[src/rtl/branch_cmp_iter.sv]
// Iterative RV32I branch comparator: compares A and B CHUNK bits per cycle, MSB chunk first,
// and exits early on the first chunk that differs.
module branch_cmp_iter #(
  parameter int WIDTH = 32,
  parameter int CHUNK = 8
) (
  input  logic             clk,
  input  logic             rst,
  input  logic             in_valid,
  output logic             in_ready,
  input  logic [WIDTH-1:0] A,
  input  logic [WIDTH-1:0] B,
  input  logic [2:0]       funct3,
  output logic             out_valid,
  input  logic             out_ready,
  output logic             BrEq,
  output logic             BrLT,
  output logic             taken,
  output logic             illegal
);

  // state | meaning
  // IDLE  | waiting for a request, in_ready high
  // CMP   | comparing one chunk per cycle, MSB chunk first
  // DONE  | result held until out_ready
  localparam logic [1:0] S_IDLE = 2'd0;
  localparam logic [1:0] S_CMP  = 2'd1;
  localparam logic [1:0] S_DONE = 2'd2;

  localparam int NCHUNK = WIDTH / CHUNK;
  localparam int IDX_W  = (NCHUNK > 1) ? $clog2(NCHUNK) : 1;
  localparam logic [IDX_W-1:0] IDX_LAST = IDX_W'(NCHUNK - 1);
  localparam logic [WIDTH-1:0] MSB_BIT  = {1'b1, {(WIDTH-1){1'b0}}};

  generate
    if (WIDTH % CHUNK != 0) begin : g_bad_chunk
      $error("branch_cmp_iter: WIDTH must be a multiple of CHUNK");
    end
  endgenerate

  logic [1:0]       state;
  logic [WIDTH-1:0] a_q;
  logic [WIDTH-1:0] b_q;
  logic [2:0]       f3_q;
  logic [IDX_W-1:0] idx;
  logic [CHUNK-1:0] chunk_a;
  logic [CHUNK-1:0] chunk_b;
  logic             chunk_eq;
  logic             chunk_lt;

  function automatic logic taken_of(input logic [2:0] f3, input logic eq, input logic lt);
    case (f3)
      3'b000:         taken_of = eq;
      3'b001:         taken_of = !eq;
      3'b100, 3'b110: taken_of = lt;
      3'b101, 3'b111: taken_of = !lt;
      default:        taken_of = 1'b0;
    endcase
  endfunction

  // Operands shift left each step, so the chunk under test (index idx) is always the top chunk.
  assign chunk_a  = a_q[WIDTH-1 -: CHUNK];
  assign chunk_b  = b_q[WIDTH-1 -: CHUNK];
  assign chunk_eq = (chunk_a == chunk_b);
  assign chunk_lt = (chunk_a < chunk_b);

  assign in_ready  = (state == S_IDLE);
  assign out_valid = (state == S_DONE);

  always_ff @(posedge clk) begin
    if (rst) begin
      state   <= S_IDLE;
      a_q     <= '0;
      b_q     <= '0;
      f3_q    <= '0;
      idx     <= '0;
      BrEq    <= 1'b0;
      BrLT    <= 1'b0;
      taken   <= 1'b0;
      illegal <= 1'b0;
    end else begin
      case (state)
        S_IDLE: begin
          if (in_valid) begin
            // Flipping the sign bit of both operands turns a signed compare into an unsigned one.
            a_q   <= funct3[1] ? A : (A ^ MSB_BIT);
            b_q   <= funct3[1] ? B : (B ^ MSB_BIT);
            f3_q  <= funct3;
            idx   <= IDX_LAST;
            state <= S_CMP;
          end
        end
        S_CMP: begin
          if (!chunk_eq) begin
            BrEq    <= 1'b0;
            BrLT    <= chunk_lt;
            taken   <= taken_of(f3_q, 1'b0, chunk_lt);
            illegal <= (f3_q[2:1] == 2'b01);
            state   <= S_DONE;
          end else if (idx == '0) begin
            BrEq    <= 1'b1;
            BrLT    <= 1'b0;
            taken   <= taken_of(f3_q, 1'b1, 1'b0);
            illegal <= (f3_q[2:1] == 2'b01);
            state   <= S_DONE;
          end else begin
            idx <= idx - 1'b1;
            a_q <= a_q << CHUNK;
            b_q <= b_q << CHUNK;
          end
        end
        S_DONE: begin
          if (out_ready) state <= S_IDLE;
        end
        default: state <= S_IDLE;
      endcase
    end
  end

endmodule

[config.mk]
export PLATFORM = sky130hd
export DESIGN_NAME = branch_cmp_iter
export DESIGN_NICKNAME = d
export VERILOG_FILES = /design/src/rtl/branch_cmp_iter.sv
export SDC_FILE = /design/constraint.sdc
export NUM_CORES = 1
export LEC_CHECK = 0
export CORE_MARGIN = 1
export CORE_UTILIZATION = 55
export CTS_BUF_LIST = sky130_fd_sc_hd__clkbuf_8
export CTS_CLUSTER_DIAMETER = 80
export CTS_CLUSTER_SIZE = 10
export DETAILED_ROUTE_END_ITERATION = 6
export GPL_TIMING_DRIVEN = 0
export PLACE_DENSITY = 0.86
export SYNTH_ARGS = -nofsm -noshare
export SYNTH_HDL_FRONTEND = slang
export SYNTH_SLANG_ARGS = --single-unit
[constraint.sdc]
create_clock -name clk -period 3.56 [get_ports clk]
set_input_delay 0.712 -clock clk [delete_from_list [all_inputs] [get_ports clk]]
set_output_delay 0.712 -clock clk [all_outputs]
set_load 0.01 [all_outputs]
==> summary.txt <==
Clock tree
  • Root buf cell: clkbuf_8
  • Setup Fix Bufs, Post-CTS: 0
  • Post-CTS sizing: 0
  • Clock sink count: 75
  • Worst-Skew Late Latency: 0.35 ns
  • CTS H-tree lvls: 3
  • CTS clk-pin slew, worst paths: 0.07 ns
  • CTS Buf Count: 9
  • Hold Buf Count CTS: 0
  • CTS tree: done
  • Clock Tree Buf Depth: 2

Worst hold path
  • Worst Hold Class: reg -> reg

Drt
  • ANT nets after route: 0
  • Vias per inst: 5.714
  • Initial DRC count: approximately 250
  • Wire per inst: 16.11 microns
  • Via Count: 3251
  • Final WL: 9169 microns
  • First-pass detailed-route iteration total: 5
  • Residual DRC: 0

Placement
  • DP Cell Count: 553
  • Routability-driven placement congestion ratio: 0.9216
  • Pre-CTS setup slack: ~1.3 ns
  • IO Port Bufs: 75
  • Hpwl dp: 6646 microns

Worst setup path
  • Kind of critical path: reg -> out
  • Crit path launch type: flop
  • Worst path arrival time: around 1.5 ns
  • Critical path endpoint category: output pin
  • Worst-path maximum fanout: 4
  • Req. time, crit path: between 2 and 3 ns

Final layout
  • Ant diodes: 0
  • Nets: 569
  • Area of the multi-input gates: 0.001782 sq mm
  • Share of post-route cells with drive strength above 1: 0.1316
  • Non-Filler Instances: 569
  • FILL cells: 446
  • Synth-to-layout area growth: 29.84%
  • Reg area: 0.001501 sq mm

Floorplanning
  • Starting Density: 0.5811
  • Die width: 82.03 microns
  • DIE HEIGHT: 82.03 microns
  • # rows: 28
  • Total Die Area: 0.006728 sq mm
  • Core Region: 0.006061 sq mm
  • Ports: 77

STA
  • RSZ-0062 raised after global routing: false
  • Slew @ Worst Pin: 0.7486 ns
  • Max transition margin: 0.5009
  • Final worst slack: about 1.4 ns
  • Period utilisation layout: 0.6199
  • Final setup violating endpoints: 0
  • Worst Clk Skew: 0.009057 ns
  • Slew Limit Fails: 0
  • FMAX: 453.2 MHz
  • Tmin final: around 2.2 ns
  • Final Hold Vio Count: 0
  • Final setup TNS: 0 ns

Logic synthesis
  • Yosys top cell area share: 0.4263
  • Synth Area in Adders: 0.03197
  • Synthesized Nets: between 400 and 500
  • Post-Syn Instances: 403
  • Xor/xnor share of the synthesized area: 0.007460
  • Commonest cells in the netlist: nand2_1, dfxtp_1, nor2_1
  • Unique masters post-synth: 30
  • Synth Warn #: 0
  • Post-synthesis register bit count: 75
  • Mapped Area: 0.003522 sq mm
  • Largest family of logic cells by synthesized area: compound AO/OA/AOI/OAI gates
  • Mean Syn Cell Area: roughly 8.7 sq um
  • Most used DFF post-synth: dfxtp_1
  • Mux contribution to synthesized area: 0.008526
  • Post-synthesis simple-gate area fraction: 0.2124
  • Register area share after synthesis: 0.4263
  • FFs w/ async S/R, synth: 0
  • EDFF count, synth: 0
  • Post-synthesis compound-gate area fraction: 0.2455
  • Most numerous cell in the Yosys netlist: nand2_1
  • Largest cells by area after synthesis: dfxtp_1, a311oi_2, nand2_1, nor2_1, a311oi_1
  • Leading area contributor after synthesis: dfxtp_1

Power and ir drop
  • Internal: 1522 uW
  • Total power per unit cell area: 463.1 mW/mm^2
  • Max VDD drop: between 0.3 and 0.4 mV
  • Psw: 595.3 uW
  • Sequential share of power: 0.456
  • LEAKAGE: 0.001739 uW
  • Switching Share: 0.2811
  • Share of total power in combinational logic: 0.228
  • Clock share of power: 0.316

Global route
  • Number of global-route vias before repair: 3132
  • Gr usage total: 0.2897
  • Largest net degree at the start of global routing: 12
  • Initial antenna violation count: 0
  • Final global-route overflow total: 0
  • First-pass GRT wire length: 14490 microns

Run
  • Maxcap violations: 0

Run status
  • Status: complete, no violations
-- metal layers --
| metal | vias up | part of all wire | track usage |
|---|---|---|---|
| met2 | 105 | 0.50 | 0.5074 |
| met5 | - | 0 | 0 |
| li1 | 1580 | - | - |
| met3 | 18 | 0.052 | 0.05333 |
| met4 | 0 | 0.019 | 0.09649 |
| met1 | 1548 | 0.43 | 0.3544 |
-- critical path, cell delays in order, from the launching register on --
cell and delay [ns]:
dfxtp_1 0.36, nor2b_1 0.22, clkdlybuf4s50_1 0.57
-- layout by cell type (no fill, tap or decap), types with 5 or more instances in the layout --
master	n
clkbuf_8	12
buf_2	5
clkbuf_1	17
buf_6	8
clkdlybuf4s50_1	75
a311oi_2	30
nor2_1	74
a311oi_1	19
a21oi_1	7
a22oi_1	16
ha_1	9
dfxtp_1	75
nand2_1	98
inv_1	13
a211oi_1	5
-- power by group through the flow --
stage          clock [uW]  combinational [uW]  sequential, uW
2_1_floorplan           0                 312             968
3_3_place_gp            0                 458             978
3_5_place_dp            0                 474             981
4_1_cts               669                 480             964
5_1_grt               705                 526             972
6_report              669                 483             965
-- layout make-up --
type	count	share of cell area
tap	75	0.02052
timing repair buffer	75	0.1642
inverter	10	0.008208
sequential	75	0.3283
clock buffer	12	0.03611
buffer	33	0.04405
multi-input combinational	285	0.3896
clock inverter	4	0.009029
-- sequential cells by signal, indices dropped and copies added, names as in the netlist --
register / flops
a_q: 32
state: 2
taken: 1
f3_q: 3
BrEq: 1
BrLT: 1
b_q: 32
illegal: 1
idx: 2
-- metrics by stage --
| step | area, sq um | power, uW | hold slack [ns] | utilization |
|---|---|---|---|---|
| floorplan | 3522 | 1280 | 0.4437 | - |
| global placement | 4367 | 1436 | 0.4555 | 0.7205 |
| detailed placement | 4367 | 1455 | 0.4647 | 0.7205 |
| CTS | 4573 | 2113 | 0.4803 | 0.7545 |
| global route | 4573 | 2203 | 0.4944 | 0.7545 |
| finish | 4573 | 2118 | 0.4872 | 0.7545 |
-- cells by family (layout without fill, tap and decap cells) --
kind of cell	count (synthesis)	in the layout
xor+xnor	3	3
buf+inv	43	134
simple gates	185	185
flops	75	75
mux	3	3
fa+ha+maj	9	9
compound gates	85	85
-- path summary, 6_finish.rpt --
| kind | slack (ns) | start | endpoint | cells past startpoint |
|---|---|---|---|---|
| min | 0.49 | illegal | illegal | 2 |
| min reg2reg | 0.49 | illegal | illegal | 2 |
| max | 1.35 | state[1] | out_valid | 2 |
| max reg2reg | 1.45 | b_q[28] | b_q[2] | 8 |
Power figures use the tool's default switching activity.
